===== src/rtl/fp_compare_pipe_if.sv =====
// Handshake bundle for the pipelined FP comparator: issue side (in_*) and
// writeback side (out_*). The slave modport is the comparator's own view.
interface fp_compare_pipe_if #(
    parameter int EXP_W = 8,
    parameter int MAN_W = 23
);
    localparam int W = 1 + EXP_W + MAN_W;

    logic         in_valid;
    logic         in_ready;
    logic [W-1:0] a_operand;
    logic [W-1:0] b_operand;
    logic [2:0]   op;
    logic         out_valid;
    logic         out_ready;
    logic [W-1:0] out_data;
    logic [1:0]   out_rel;
    logic         out_nv;

    modport slave (
        input  in_valid, a_operand, b_operand, op, out_ready,
        output in_ready, out_valid, out_data, out_rel, out_nv
    );

    modport master (
        output in_valid, a_operand, b_operand, op, out_ready,
        input  in_ready, out_valid, out_data, out_rel, out_nv
    );
endinterface


===== src/rtl/fp_compare_pipe.sv =====
// Two-stage IEEE-754 comparator: S1 holds operand classes and the ordered
// relation, S2 selects the FEQ/FLT/FLE/FMIN/FMAX/CMP result.
module fp_compare_pipe #(
    parameter int EXP_W = 8,
    parameter int MAN_W = 23
) (
    input  logic               clk,
    input  logic               reset_n,
    input  logic               flush,
    fp_compare_pipe_if.slave   bus
);
    localparam int W = 1 + EXP_W + MAN_W;

    typedef enum logic [1:0] {
        CLS_ZERO   = 2'd0,
        CLS_SNAN   = 2'd1,
        CLS_QNAN   = 2'd2,
        CLS_NORMAL = 2'd3
    } fp_class_e;

    typedef enum logic [2:0] {
        OP_FEQ  = 3'b000,
        OP_FLT  = 3'b001,
        OP_FLE  = 3'b010,
        OP_FMIN = 3'b011,
        OP_FMAX = 3'b100,
        OP_CMP  = 3'b101
    } op_e;

    localparam logic [1:0] REL_EQ = 2'b00;
    localparam logic [1:0] REL_GT = 2'b01;
    localparam logic [1:0] REL_LT = 2'b10;
    localparam logic [1:0] REL_UN = 2'b11;

    localparam logic [W-1:0] CANON_NAN = {1'b0, {EXP_W{1'b1}}, 1'b1, {(MAN_W-1){1'b0}}};

    function automatic fp_class_e classify(input logic [W-1:0] x);
        logic [EXP_W-1:0] e;
        logic [MAN_W-1:0] m;
        e = x[W-2:MAN_W];
        m = x[MAN_W-1:0];
        if (&e && (m != '0))
            classify = m[MAN_W-1] ? CLS_QNAN : CLS_SNAN;
        else if ((e == '0) && (m == '0))
            classify = CLS_ZERO;
        else
            classify = CLS_NORMAL;
    endfunction

    logic         s1_valid_q, s1_valid_d;
    op_e          s1_op_q, s1_op_d;
    logic [W-1:0] s1_a_q, s1_a_d;
    logic [W-1:0] s1_b_q, s1_b_d;
    fp_class_e    s1_a_cls_q, s1_a_cls_d;
    fp_class_e    s1_b_cls_q, s1_b_cls_d;
    logic [1:0]   s1_rel_q, s1_rel_d;

    logic         out_valid_q, out_valid_d;
    logic [W-1:0] out_data_q, out_data_d;
    logic [1:0]   out_rel_q, out_rel_d;
    logic         out_nv_q, out_nv_d;

    logic         ready_en_q, ready_en_d;

    logic         s2_adv, s1_adv, in_ready, take;
    fp_class_e    in_a_cls, in_b_cls;
    logic [1:0]   in_rel;
    logic [W-1:0] res_data;
    logic         res_nv;

    // Sign-aware ordering of the incoming operands; zeros of either sign tie.
    always_comb begin
        in_a_cls = classify(bus.a_operand);
        in_b_cls = classify(bus.b_operand);
        in_rel   = REL_EQ;
        if ((in_a_cls inside {CLS_SNAN, CLS_QNAN}) || (in_b_cls inside {CLS_SNAN, CLS_QNAN}))
            in_rel = REL_UN;
        else if ((in_a_cls == CLS_ZERO) && (in_b_cls == CLS_ZERO))
            in_rel = REL_EQ;
        else if (bus.a_operand[W-1] != bus.b_operand[W-1])
            in_rel = bus.a_operand[W-1] ? REL_LT : REL_GT;
        else if (bus.a_operand[W-2:0] == bus.b_operand[W-2:0])
            in_rel = REL_EQ;
        else if ((bus.a_operand[W-2:0] > bus.b_operand[W-2:0]) ^ bus.a_operand[W-1])
            in_rel = REL_GT;
        else
            in_rel = REL_LT;
    end

    always_comb begin
        logic a_nan, b_nan, any_snan, a_lt, a_gt;
        a_nan    = s1_a_cls_q inside {CLS_SNAN, CLS_QNAN};
        b_nan    = s1_b_cls_q inside {CLS_SNAN, CLS_QNAN};
        any_snan = (s1_a_cls_q == CLS_SNAN) || (s1_b_cls_q == CLS_SNAN);
        // -0 orders below +0 for min/max even though the relation says equal.
        a_lt     = (s1_rel_q == REL_LT) || ((s1_rel_q == REL_EQ) && s1_a_q[W-1] && !s1_b_q[W-1]);
        a_gt     = (s1_rel_q == REL_GT) || ((s1_rel_q == REL_EQ) && !s1_a_q[W-1] && s1_b_q[W-1]);
        res_data = '0;
        res_nv   = 1'b0;
        case (s1_op_q)
            OP_FEQ: begin
                res_data[0] = (s1_rel_q == REL_EQ);
                res_nv      = any_snan;
            end
            OP_FLT: begin
                res_data[0] = (s1_rel_q == REL_LT);
                res_nv      = a_nan || b_nan;
            end
            OP_FLE: begin
                res_data[0] = (s1_rel_q == REL_LT) || (s1_rel_q == REL_EQ);
                res_nv      = a_nan || b_nan;
            end
            OP_FMIN, OP_FMAX: begin
                res_nv = any_snan;
                if (a_nan && b_nan)
                    res_data = CANON_NAN;
                else if (a_nan)
                    res_data = s1_b_q;
                else if (b_nan)
                    res_data = s1_a_q;
                else if (s1_op_q == OP_FMIN)
                    res_data = a_lt ? s1_a_q : s1_b_q;
                else
                    res_data = a_gt ? s1_a_q : s1_b_q;
            end
            default: begin
                res_data[1:0] = s1_rel_q;
            end
        endcase
    end

    // Handshake and stage enables; flush wins over any same-cycle transfer.
    always_comb begin
        s2_adv   = !out_valid_q || bus.out_ready;
        s1_adv   = s2_adv || !s1_valid_q;
        in_ready = ready_en_q && s1_adv;
        take     = bus.in_valid && in_ready;

        ready_en_d  = 1'b1;
        s1_valid_d  = s1_valid_q;
        s1_op_d     = s1_op_q;
        s1_a_d      = s1_a_q;
        s1_b_d      = s1_b_q;
        s1_a_cls_d  = s1_a_cls_q;
        s1_b_cls_d  = s1_b_cls_q;
        s1_rel_d    = s1_rel_q;
        out_valid_d = out_valid_q;
        out_data_d  = out_data_q;
        out_rel_d   = out_rel_q;
        out_nv_d    = out_nv_q;

        if (s1_adv)
            s1_valid_d = take;
        if (take) begin
            s1_op_d    = op_e'(bus.op);
            s1_a_d     = bus.a_operand;
            s1_b_d     = bus.b_operand;
            s1_a_cls_d = in_a_cls;
            s1_b_cls_d = in_b_cls;
            s1_rel_d   = in_rel;
        end
        if (s2_adv)
            out_valid_d = s1_valid_q;
        if (s2_adv && s1_valid_q) begin
            out_data_d = res_data;
            out_rel_d  = s1_rel_q;
            out_nv_d   = res_nv;
        end
        if (flush) begin
            s1_valid_d  = 1'b0;
            out_valid_d = 1'b0;
        end
    end

    always_ff @(posedge clk or negedge reset_n) begin
        if (!reset_n) begin
            ready_en_q  <= 1'b0;
            s1_valid_q  <= 1'b0;
            s1_op_q     <= OP_FEQ;
            s1_a_q      <= '0;
            s1_b_q      <= '0;
            s1_a_cls_q  <= CLS_ZERO;
            s1_b_cls_q  <= CLS_ZERO;
            s1_rel_q    <= REL_EQ;
            out_valid_q <= 1'b0;
            out_data_q  <= '0;
            out_rel_q   <= REL_EQ;
            out_nv_q    <= 1'b0;
        end else begin
            ready_en_q  <= ready_en_d;
            s1_valid_q  <= s1_valid_d;
            s1_op_q     <= s1_op_d;
            s1_a_q      <= s1_a_d;
            s1_b_q      <= s1_b_d;
            s1_a_cls_q  <= s1_a_cls_d;
            s1_b_cls_q  <= s1_b_cls_d;
            s1_rel_q    <= s1_rel_d;
            out_valid_q <= out_valid_d;
            out_data_q  <= out_data_d;
            out_rel_q   <= out_rel_d;
            out_nv_q    <= out_nv_d;
        end
    end

    assign bus.in_ready  = in_ready;
    assign bus.out_valid = out_valid_q;
    assign bus.out_data  = out_data_q;
    assign bus.out_rel   = out_rel_q;
    assign bus.out_nv    = out_nv_q;
endmodule


===== src/flat_wrapper.sv =====
// flat-port wrapper written by rule: the top's interface ports become plain ports
module fp_compare_pipe_flat 
#(
    parameter int EXP_W = 8,
    parameter int MAN_W = 23
)
  (clk, reset_n, flush, bus_in_valid, bus_a_operand, bus_b_operand, bus_op, bus_out_ready, bus_in_ready, bus_out_valid, bus_out_data, bus_out_rel, bus_out_nv);
  fp_compare_pipe_if #(.EXP_W(EXP_W), .MAN_W(MAN_W)) bus_i ();
  input  logic clk;
  input  logic reset_n;
  input  logic flush;
  input wire logic [$bits(bus_i.in_valid)-1:0] bus_in_valid;
  input wire logic [$bits(bus_i.a_operand)-1:0] bus_a_operand;
  input wire logic [$bits(bus_i.b_operand)-1:0] bus_b_operand;
  input wire logic [$bits(bus_i.op)-1:0] bus_op;
  input wire logic [$bits(bus_i.out_ready)-1:0] bus_out_ready;
  output wire logic [$bits(bus_i.in_ready)-1:0] bus_in_ready;
  output wire logic [$bits(bus_i.out_valid)-1:0] bus_out_valid;
  output wire logic [$bits(bus_i.out_data)-1:0] bus_out_data;
  output wire logic [$bits(bus_i.out_rel)-1:0] bus_out_rel;
  output wire logic [$bits(bus_i.out_nv)-1:0] bus_out_nv;
  assign bus_i.in_valid = bus_in_valid;
  assign bus_i.a_operand = bus_a_operand;
  assign bus_i.b_operand = bus_b_operand;
  assign bus_i.op = bus_op;
  assign bus_i.out_ready = bus_out_ready;
  assign bus_in_ready = bus_i.in_ready;
  assign bus_out_valid = bus_i.out_valid;
  assign bus_out_data = bus_i.out_data;
  assign bus_out_rel = bus_i.out_rel;
  assign bus_out_nv = bus_i.out_nv;
  fp_compare_pipe #(.EXP_W(EXP_W), .MAN_W(MAN_W)) u_core (.clk(clk), .reset_n(reset_n), .flush(flush), .bus(bus_i));
endmodule

===== config.mk =====
export PLATFORM = sky130hd
export DESIGN_NAME = fp_compare_pipe_flat
export DESIGN_NICKNAME = d
export VERILOG_FILES = /design/src/rtl/fp_compare_pipe_if.sv /design/src/rtl/fp_compare_pipe.sv /design/src/flat_wrapper.sv
export SDC_FILE = /design/constraint.sdc
export NUM_CORES = 1
export LEC_CHECK = 0
export ABC_AREA = 1
export ABC_CLOCK_PERIOD_IN_PS = 2600
export BUFFER_PORTS_ARGS = -buffer_cell sky130_fd_sc_hd__buf_2
export CAP_MARGIN = 20
export CELL_PAD_IN_SITES_DETAIL_PLACEMENT = 1
export CELL_PAD_IN_SITES_GLOBAL_PLACEMENT = 1
export CORE_MARGIN = 1.5
export CORE_UTILIZATION = 25
export CTS_CLUSTER_SIZE = 20
export DETAILED_ROUTE_END_ITERATION = 10
export HOLD_SLACK_MARGIN = 0.1
export MAX_ROUTING_LAYER = met4
export PLACE_DENSITY = 0.63
export SLEW_MARGIN = 25
export SYNTH_ARGS = -nofsm -noshare
export SYNTH_HDL_FRONTEND = slang
export SYNTH_SLANG_ARGS = --single-unit

===== constraint.sdc =====
create_clock -name clk -period 2.6 [get_ports clk]
set_clock_uncertainty 0.2 [all_clocks]
set_input_delay 0.26 -clock clk [delete_from_list [all_inputs] [get_ports clk]]
set_output_delay 0.26 -clock clk [all_outputs]
set_load 0.1 [all_outputs]

# Yosys cells after proc, flatten, opt, wreduce, memory -nomap -nowiden

Cells that the tools add are included.

Bitwise operators: 1
Muxes and demuxes: 26
Equal/unequal tests: 16
Order comparisons: 1
Reductions and logical operators: 47

Operators by type and width:

| operator             | number |
|---|---|
| $mux W32             | 6 |
| $logic_not A23 Y1    | 2 |
| $reduce_bool A23 Y1  | 2 |
| $eq A31 B31 Y1       | 1 |
| $gt A31 B31 Y1       | 1 |
| $mux W30             | 1 |
| $mux W2              | 12 |
| $logic_not A8 Y1     | 2 |
| $reduce_and A8 Y1    | 2 |
| $logic_and A1 B1 Y1  | 13 |
| $reduce_bool A2 Y1   | 6 |
| $eq A2 B1 Y1 const B | 5 |
| $eq A2 B2 Y1 const B | 5 |
| $logic_or A1 B1 Y1   | 8 |
| $eq A3 B2 Y1 const B | 2 |
| $logic_not A2 Y1     | 3 |
| $reduce_or A3 Y1     | 2 |
| $logic_not A1 Y1     | 4 |
| $mux W1              | 4 |
| $pmux W1 S2          | 2 |
| $pmux W1 S4          | 1 |
| $reduce_or A2 Y1     | 2 |
| $eq A3 B1 Y1 const B | 1 |
| $eq A3 B3 Y1 const B | 1 |
| other kinds (3)      | 3 |

Flip-flop bits (word level): 111

# Longest topological paths before layout

Gate-level depths: netlist (run 1).

Word-level depth: 10
Gate-level depth with buffers: 17

# Worst setup path after synthesis (run 1)

Ideal clock, no wire load.

Path kind: reg2reg
Start: reg u_core.out_valid_q, in the netlist u_core.bus.out_valid
End: reg u_core.s1_rel_q[0]
Path buffers: 1
Cell stages (with the launch flop): 8
Arrival: 2.470 ns
Setup time: 0.131 ns
Required time: 2.269 ns
Path slack: -0.200 ns
Cell sequence: dfrtp_1 -> nand2_1 -> o21ai_1 -> inv_1 -> nand2_1 -> buf_2 -> nor3_1 -> a21oi_2

Word-level cells in the longest chain between the ends: 5

Ends and longest elaborated chain:

| item                     | line                   | RTL |
|---|---|---|
| start: declaration       | fp_compare_pipe.sv:58  | `logic out_valid_q, out_valid_d;` |
| start signal: assignment | fp_compare_pipe.sv:198 | `out_valid_q <= out_valid_d;` |
| $logic_not A1 Y1         | fp_compare_pipe.sv:134 | `s2_adv = !out_valid_q \|\| bus.out_ready;` |
| $logic_or A1 B1 Y1       | fp_compare_pipe.sv:134 |  |
| $logic_or A1 B1 Y1       | fp_compare_pipe.sv:135 | `s1_adv = s2_adv \|\| !s1_valid_q;` |
| $logic_and A1 B1 Y1      | fp_compare_pipe.sv:136 | `in_ready = ready_en_q && s1_adv;` |
| named net bus_in_ready   | flat_wrapper.sv:17     | `output wire logic [$bits(bus_i.in_ready)-1:0] bus_in_ready;` |
| $logic_and A1 B1 Y1      | fp_compare_pipe.sv:137 | `take = bus.in_valid && in_ready;` |
| end signal: assignment   | fp_compare_pipe.sv:197 | `s1_rel_q <= s1_rel_d;` |
| end: declaration         | fp_compare_pipe.sv:56  | `logic [1:0] s1_rel_q, s1_rel_d;` |

The timed path passes the listed nets, and every way through them passes these cells.
A chain may end at the register's enable or synchronous reset.

# Worst setup path in the final report (run 1)

Start: in bus_a_operand[5]
End: reg u_core.s1_rel_q[1]

Word-level cells in the longest chain between the ends: 8

Ends and longest elaborated chain:

| item                                                   | line                  | RTL |
|---|---|---|
| start: declaration                                     | flat_wrapper.sv:13    | `input wire logic [$bits(bus_i.a_operand)-1:0] bus_a_operand;` |
| branches (longest 7 deep; another with $gt A31 B31 Y1) | -                     |  |
| $mux W2 *                                              | fp_compare_pipe.sv:76 | `if ((in_a_cls inside {CLS_SNAN, CLS_QNAN}) \|\| (in_b_cls inside {CLS_SNAN, CLS_QNAN}))` |

Mark *: on every way between the ends.

==> run_results.csv, run 1 <==
group,metric,value,unit
status,status,"finished, final reports clean",
setup_path,timing.critical_path.required,2.66,ns
timing,tightestPinTransition,0.8356,ns
yosys,synth_compound_gate_area_share,0.1406,
floorplan,die_height,155.5,um
timing,setup_viol_count_final,0,
setup_path,arrival,2.52,ns
floorplan,ios,109,
cts,clkSinkCount,111,
drt,postRouteAntennaNets,0,
yosys,synthesis.yosys.warnings,0,
yosys,synth.lib_cells_used.distinct,32,
power,power_per_cell_area,736.8,nW/um^2
global_routing,grt_pass1_wl,30550,um
setup_path,crit_path_max_fo,3,
power,net_switching_power,2.512,mW
cts,clock_latency,0.36,ns
global_routing,grt_max_degree,65,
cts,cts.path.max_buffers,2,
power,comb_power_share,0.375,
timing,final_hold_viol_count,0,
floorplan,die_width,155.5,um
setup_path,timing.critical_path.to_type,"flop",
power,leakagePower,4.009,nW
timing,max-slew-margin-rel,0.4423,
setup_path,crit_path_start_kind,"input pin",
power,internal_power,3.237,mW
global_routing,grt_overflow_total,0,
timing,finalCritPeriodShare,0.9458,
yosys,yosys.area_share.xor_xnor,0.001507,
timing,setup-tns-final,0,ns
cts,tritoncts_clock_tree,"yes",
yosys,ys_ff_latch,111,
power,power.switching_fraction,0.4370,
power,part_of_the_power_in_the_clock_network,0.250,
drt,route.detailed.drc,0,
run,cap_violations,0,
drt,detailroute.via_count,5388,
power,vdd_ir_drop_max,0.0003805,V
cts,htree_levels,3,
yosys,syn-mean-instance-area,7.983,sq um
finish,final_standard_cell_count_with_taps_included_and_fillers_excluded,1192,
timing,period_minus_slack,2.459,ns
drt,wl_per_cell,15.64,um
setup_path,critical_path_class,"input pin to flop",
drt,post_drt_via_cell_ratio,4.520,
finish,drive_gt1_frac,0.2031,
power,power_frac_seq,0.374,
finish,area_delta_synth_final,34.25,%
yosys,synth-simple-area-share,0.2198,
yosys,seq_total_area_yosys,0.4779,
floorplan,placementRows,55,
global_routing,first_global_vias,5763,
floorplan,floorplan.initialDensity,0.2559,
cts,clkTransAtPathRegs,0.08,ns
finish,nets,1008,
hold_path,timing.hold.worst.class,"input pin to flop",
timing,report.final.slew_viol_count,0,
yosys,netlist_instances,728,
yosys,synth_nets,835,
placement,detailedPlacementHpwl,13440,um
floorplan,die-area,24170,sq um
yosys,largest_family_of_logic_cells_by_synthesized_area,"simple AND/OR/NAND/NOR gates",
placement,gp_congestion,0.7650,
timing,max_freq,406.7,MHz
drt,routed_wl,18650,um
cts,clk_root_buffer_cell,"sky130_fd_sc_hd__clkbuf_16",
cts,numCtsBuffers,9,
global_routing,grt_usage,0.1665,
yosys,synth_adder_area_share,0.07535,
placement,place.port_buffers,108,
global_routing,grt_antenna_before_repair,1,
placement,placed_cells,1105,
drt,dr.first_iter.drc_count,199,
yosys,synth_area,5812,sq um
yosys,post_synth_mux_area_share,0,
floorplan,core-area,22710,sq um
drt,dr.pass1.iters,4,
==> placed cells by master, fill, tap and decap left out, types with 2 or more instances in the layout <==
| cell type | n |
|---|---|
| sky130_fd_sc_hd__o21ai_1 | 39 |
| sky130_fd_sc_hd__nand4_1 | 17 |
| sky130_fd_sc_hd__nor4_1 | 5 |
| sky130_fd_sc_hd__inv_1 | 73 |
| sky130_fd_sc_hd__clkbuf_16 | 9 |
| sky130_fd_sc_hd__buf_2 | 99 |
| sky130_fd_sc_hd__nor2_2 | 10 |
| sky130_fd_sc_hd__ha_1 | 34 |
| sky130_fd_sc_hd__nand2_2 | 8 |
| sky130_fd_sc_hd__o21ai_0 | 86 |
| sky130_fd_sc_hd__nor3_2 | 3 |
| sky130_fd_sc_hd__nor2_1 | 36 |
| sky130_fd_sc_hd__a21oi_1 | 22 |
| sky130_fd_sc_hd__o211ai_1 | 3 |
| sky130_fd_sc_hd__nand2_1 | 201 |
| sky130_fd_sc_hd__dlygate4sd3_1 | 72 |
| sky130_fd_sc_hd__buf_4 | 15 |
| sky130_fd_sc_hd__nand3b_1 | 2 |
| sky130_fd_sc_hd__nand3_1 | 13 |
| sky130_fd_sc_hd__inv_2 | 18 |
| sky130_fd_sc_hd__dfrtp_1 | 110 |
| sky130_fd_sc_hd__nor4_2 | 2 |
| sky130_fd_sc_hd__a21o_1 | 2 |
| sky130_fd_sc_hd__a21oi_2 | 2 |
| sky130_fd_sc_hd__clkinvlp_4 | 5 |
| sky130_fd_sc_hd__buf_12 | 3 |
==> cell usage after synthesis, drive strengths merged <==
library cell	number	area, sq um
xnor2	1	8.760
o21ai	125	625.6
a31oi	1	6.260
clkbuf	11	41.29
inv	92	345.3
a21oi	24	127.6
nand3b	2	15.01
a21o	2	15.01
buf	16	102.6
o211ai	4	35.03
nor2b	1	6.260
nand4	17	106.4
and2	1	8.760
nor2	47	196.4
conb	1	3.750
nor4	8	50.05
nand3	13	65.06
nand2	210	803.3
nor3	4	20.02
and3	1	6.260
o21bai	1	7.510
ha	35	437.9
dfrtp	111	2778
==> cell type report <==
type	instances	area (sq um)
Antenna cell	1	2.502
Timing Repair Buffer	189	1389
Multi-Input combinational cell	498	2625
Clock inverter	7	73.82
Fill cell	2740	14910
Tap cell	285	356.6
Inverter	92	349.1
Clock buffer	9	225.2
Sequential cell	111	2781
==> cell families (layout without fill, tap and decap cells) <==
family          count (synthesis)  in the layout
other cells                     1              2
xor+xnor                        1              1
flops                         111            111
buf+inv                       119            297
simple gates                  304            304
compound gates                157            157
fa+ha+maj                      35             35
==> metal layers <==
metal	up-vias	GRT usage	wire length, um
met4	0	0.04172	218
met2	64	0.2753	9041
met1	2603	0.2132	8962
met3	14	0.02591	426
met5	-	-	0
li1	2707	-	-
==> through the flow <==
| stage | setup WS (ns) | hold slack [ns] | power, mW | cell area (sq um) | util |
|---|---|---|---|---|---|
| 2_1_floorplan | 0.06287 | -0.2356 | 3.744 | 5819 | - |
| 3_3_place_gp | 0.1775 | 0.07262 | 4.239 | 6703 | 0.2952 |
| 3_5_place_dp | 0.1384 | 0.08220 | 4.264 | 6703 | 0.2952 |
| 4_1_cts | 0.005882 | 0.1024 | 5.808 | 7722 | 0.3401 |
| 5_1_grt | -0.03015 | 0.1218 | 6.067 | 7802 | 0.3436 |
| 6_report | 0.1410 | 0.1112 | 5.749 | 7802 | 0.3436 |
==> final timing paths <==
check | start | endpoint | slack, ns | cells after the start
worst min register to register | u_core.bus.out_data[0] | u_core.bus.out_data[0] | 0.28 | 2
worst max register to register | u_core.bus.out_valid | u_core.s1_valid_q | 0.49 | 7
worst max-delay path | bus_a_operand[5] | u_core.s1_rel_q[1] | 0.14 | 14
max in group asynchronous | reset_n | u_core.s1_a_q[26] | 1.35 | 3
worst min-delay path | bus_in_valid | u_core.s1_a_cls_q[0] | 0.11 | 4
min in group asynchronous | reset_n | u_core.s1_b_q[13] | 0.21 | 2
==> worst max-delay path, cell delays in order <==
cell and delay, ns:
sky130_fd_sc_hd__dlygate4sd3_1 0.54, sky130_fd_sc_hd__buf_2 0.14, sky130_fd_sc_hd__inv_1 0.09, sky130_fd_sc_hd__nand4_1 0.17, sky130_fd_sc_hd__nor2_2 0.14, sky130_fd_sc_hd__nand4_1 0.16
sky130_fd_sc_hd__nand3b_1 0.23, sky130_fd_sc_hd__nand2_1 0.09, sky130_fd_sc_hd__nand2_1 0.05, sky130_fd_sc_hd__inv_1 0.07, sky130_fd_sc_hd__ha_1 0.24, sky130_fd_sc_hd__nor3_2 0.16
sky130_fd_sc_hd__buf_4 0.14, sky130_fd_sc_hd__a21oi_2 0.05
==> power by group through the flow <==
| stage | sequential (mW) | clock, mW | combinational (mW) |
|---|---|---|---|
| 3_3_place_gp | 2.18 | 0 | 2.06 |
| 6_report | 2.15 | 1.44 | 2.16 |
| 4_1_cts | 2.15 | 1.48 | 2.17 |
| 2_1_floorplan | 3.10 | 0 | 0.644 |
| 3_5_place_dp | 2.19 | 0 | 2.08 |
| 5_1_grt | 2.19 | 1.54 | 2.34 |
==> registers in the layout (all words and copies together), names as in the netlist <==
name	count
u_core.bus.out_data	32
u_core.s1_a_q	32
u_core.s1_b_q	32
u_core.s1_op_q	3
u_core.bus.out_rel	2
u_core.s1_a_cls_q	2
u_core.s1_b_cls_q	2
u_core.s1_rel_q	2
u_core.bus.out_nv	1
u_core.bus.out_valid	1
u_core.ready_en_q	1
u_core.s1_valid_q	1
==> timing repair <==
| action | CTS | global route |
|---|---|---|
| buffers inserted | 0 | 6 |
| hold buffers | 72 | 0 |
| resized for setup | 0 | 30 |
| endpoints found under the setup margin | 0 | 2 |
| endpoints found under the hold margin | 104 | 0 |
Power figures use the tool's default switching activity.
==> inputs of run 2 (changes only) <==
--- a/config.mk
+++ b/config.mk
@@ -7,12 +7,13 @@
 export LEC_CHECK = 0
 export ABC_AREA = 1
 export ABC_CLOCK_PERIOD_IN_PS = 2600
-export BUFFER_PORTS_ARGS = -buffer_cell sky130_fd_sc_hd__buf_2
+export BUFFER_PORTS_ARGS = -buffer_cell sky130_fd_sc_hd__buf_4
 export CAP_MARGIN = 20
 export CELL_PAD_IN_SITES_DETAIL_PLACEMENT = 1
 export CELL_PAD_IN_SITES_GLOBAL_PLACEMENT = 1
 export CORE_MARGIN = 1.5
 export CORE_UTILIZATION = 25
+export CTS_CLUSTER_DIAMETER = 100
 export CTS_CLUSTER_SIZE = 20
 export DETAILED_ROUTE_END_ITERATION = 10
 export HOLD_SLACK_MARGIN = 0.1
==> run_results.csv, run 2 (synthesized netlist as in run 1, its figures left out) <==
group,metric,value,unit
drt,routed_wl,18410,um
setup_path,rr_startpoint,"u_core.bus.out_valid",
global_routing,grt_overflow_total,0,
floorplan,die_width,155.5,um
status,status,"finished, final reports clean",
run,cap_violations,0,
cts,clk_root_buffer_cell,"sky130_fd_sc_hd__clkbuf_16",
setup_path,critPathTopFamily,"simple AND/OR/NAND/NOR gates",
timing,max-slew-margin-rel,0.4362,
setup_path,timing.critical_path.required,2.66,ns
floorplan,die_height,155.5,um
placement,placedInstanceArea,6958,sq um
global_routing,grt_usage,0.1673,
timing,setup_viol_count_final,0,
finish,drive_gt1_frac,0.1875,
timing,finalCritPeriodShare,0.9434,
finish,mostFrequentLayoutCells,"202 x sky130_fd_sc_hd__nand2_1, 110 x sky130_fd_sc_hd__dfrtp_1, 103 x sky130_fd_sc_hd__buf_4, 86 x sky130_fd_sc_hd__o21ai_0, 73 x sky130_fd_sc_hd__inv_1",
power,vdd_ir_drop_max,0.0003811,V
floorplan,ios,109,
cts,htree_levels,3,
power,leakagePower,4.121,nW
hold_path,timing.hold.worst.class,"input pin to flop",
floorplan,core-area,22710,sq um
setup_path,reg2reg_depth,6,
timing,tightestPinTransition,0.8447,ns
cts,cts.path.max_buffers,2,
drt,wl_per_cell,15.59,um
timing,max_freq,407.7,MHz
finish,area_delta_synth_final,37.48,%
power,power_per_cell_area,725.6,nW/um^2
floorplan,die-area,24170,sq um
setup_path,regToRegEndpoint,"u_core.s1_a_q[23]",
drt,postRouteAntennaNets,0,
timing,final_hold_viol_count,0,
drt,route.detailed.drc,0,
finish,nets,998,
global_routing,grt_antenna_before_repair,0,
timing,report.final.slew_viol_count,0,
setup_path,cp_slowest_cell,"sky130_fd_sc_hd__dlygate4sd3_1",
setup_path,crit_path_max_fo,3,
timing,setup_slack,0.1473,ns
placement,gp_congestion,0.7620,
placement,place.port_buffers,108,
setup_path,timing.critical_path.slowest_cell_delay,0.58,ns
global_routing,grt_max_degree,67,
drt,detailroute.via_count,5310,
hold_path,whs_path_cells,3,
hold_path,beginning_of_the_worst_hold_path,"bus_b_operand[5]",
floorplan,placementRows,55,
finish,design_area,7990,sq um
placement,dp_slack,0.1461,ns
drt,dr.first_iter.drc_count,222,
setup_path,ff2ff_setup_slack,0.47,ns
cts,tritoncts_clock_tree,"yes",
setup_path,crit_path_start_kind,"input pin",
cts,numCtsBuffers,9,
drt,post_drt_via_cell_ratio,4.496,
cts,clkTransAtPathRegs,0.08,ns
setup_path,critical-path-top-cell-by-count,"sky130_fd_sc_hd__nand4_1",
setup_path,critical_path_class,"input pin to flop",
timing,period_minus_slack,2.453,ns
setup_path,path_buf_inv,3,
hold_path,min_delay_worst_endpoint,"u_core.s1_b_q[5]",
finish,layout_commonest_cell,"sky130_fd_sc_hd__nand2_1",
setup_path,sequence_of_cells_on_the_critical_path,"dlygate4sd3_1, inv_4, nand4_1, nor2_2, nand4_1, nor4_2, nand3_1, nand2_1, ha_1, nor3_2, buf_4, a21oi_2",
drt,dr.pass1.iters,4,
cts,clkSinkCount,111,
global_routing,first_global_vias,5854,
finish,antenna_cells,0,
setup_path,timing.critical_path.to_type,"flop",
cts,clock_latency,0.36,ns
floorplan,floorplan.initialDensity,0.2559,
placement,detailedPlacementHpwl,13340,um
global_routing,grt_pass1_wl,30770,um
setup_path,arrival,2.51,ns
run 2: through the flow:
| step | setup TNS, ns | cells | hold WS (ns) | utilization | total power, mW |
|---|---|---|---|---|---|
| 3_3_place_gp | 0 | 1105 | -0.09054 | 0.3064 | 4.350 |
| 6_report | 0 | 1181 | 0.1306 | 0.3518 | 5.797 |
| 2_1_floorplan | 0 | 728 | -0.2356 | - | 3.744 |
| 3_5_place_dp | 0 | 1105 | -0.09335 | 0.3064 | 4.369 |
| 4_1_cts | 0 | 1195 | 0.1613 | 0.3517 | 5.866 |
| 5_1_grt | -0.001056 | 1181 | 0.1599 | 0.3518 | 6.128 |
run 2: repair_timing:
item	4_1_cts	5_1_grt
hold endpoints to repair	182	0
hold buffers	74	0
endpoints found under the setup margin	0	2
setup buffers	0	1
gates resized for setup	0	49
run 2: layout make-up:
cell class	instances	area, sq um
clock inverter	7	63.81
fill	2733	14720
multi-input combinational	498	2603
clock buffer	9	225.2
inverter	92	381.6
timing repair buffer	179	1579
sequential	111	2781
tap	285	356.6
run 2: where the power goes:
group	internal, mW	leakage (nW)	switching, mW	total [mW]
Combinational	0.585	2.58	1.66	2.24
Sequential	2.00	1.40	0.162	2.16
Clock	0.677	0.143	0.717	1.39
run 2: per-layer routing:
| metal | share of wire | track usage |
|---|---|---|
| met1 | 0.47 | 0.2101 |
| met2 | 0.50 | 0.2857 |
| met3 | 0.018 | 0.02228 |
| met4 | 0.010 | 0.03991 |
| met5 | 0 | - |
run 2: worst max-delay path by stage:
stage | depth (start not counted) | end | slack [ns] | startpoint
6_report | 12 | u_core.s1_rel_q[1] | 0.15 | bus_b_operand[11]
5_1_grt | 12 | u_core.s1_rel_q[1] | -0.001 | bus_b_operand[8]
4_1_cts | 13 | u_core.s1_rel_q[1] | 0.002 | bus_b_operand[6]
3_5_place_dp | 12 | u_core.s1_rel_q[1] | 0.15 | bus_b_operand[7]
3_3_place_gp | 11 | u_core.s1_rel_q[0] | 0.20 | bus_a_operand[16]
2_1_floorplan | 7 | u_core.s1_a_q[31] | 0.06 | u_core.bus.out_valid
run 2: worst register-to-register path, cell delays in order (launching register included):
cell                         delay, ns
sky130_fd_sc_hd__dfrtp_4          0.47
sky130_fd_sc_hd__nand2_1          0.14
sky130_fd_sc_hd__o21ai_1          0.11
sky130_fd_sc_hd__clkinvlp_4       0.10
sky130_fd_sc_hd__nand2_4          0.10
sky130_fd_sc_hd__inv_1            0.64
sky130_fd_sc_hd__o21ai_0          0.20
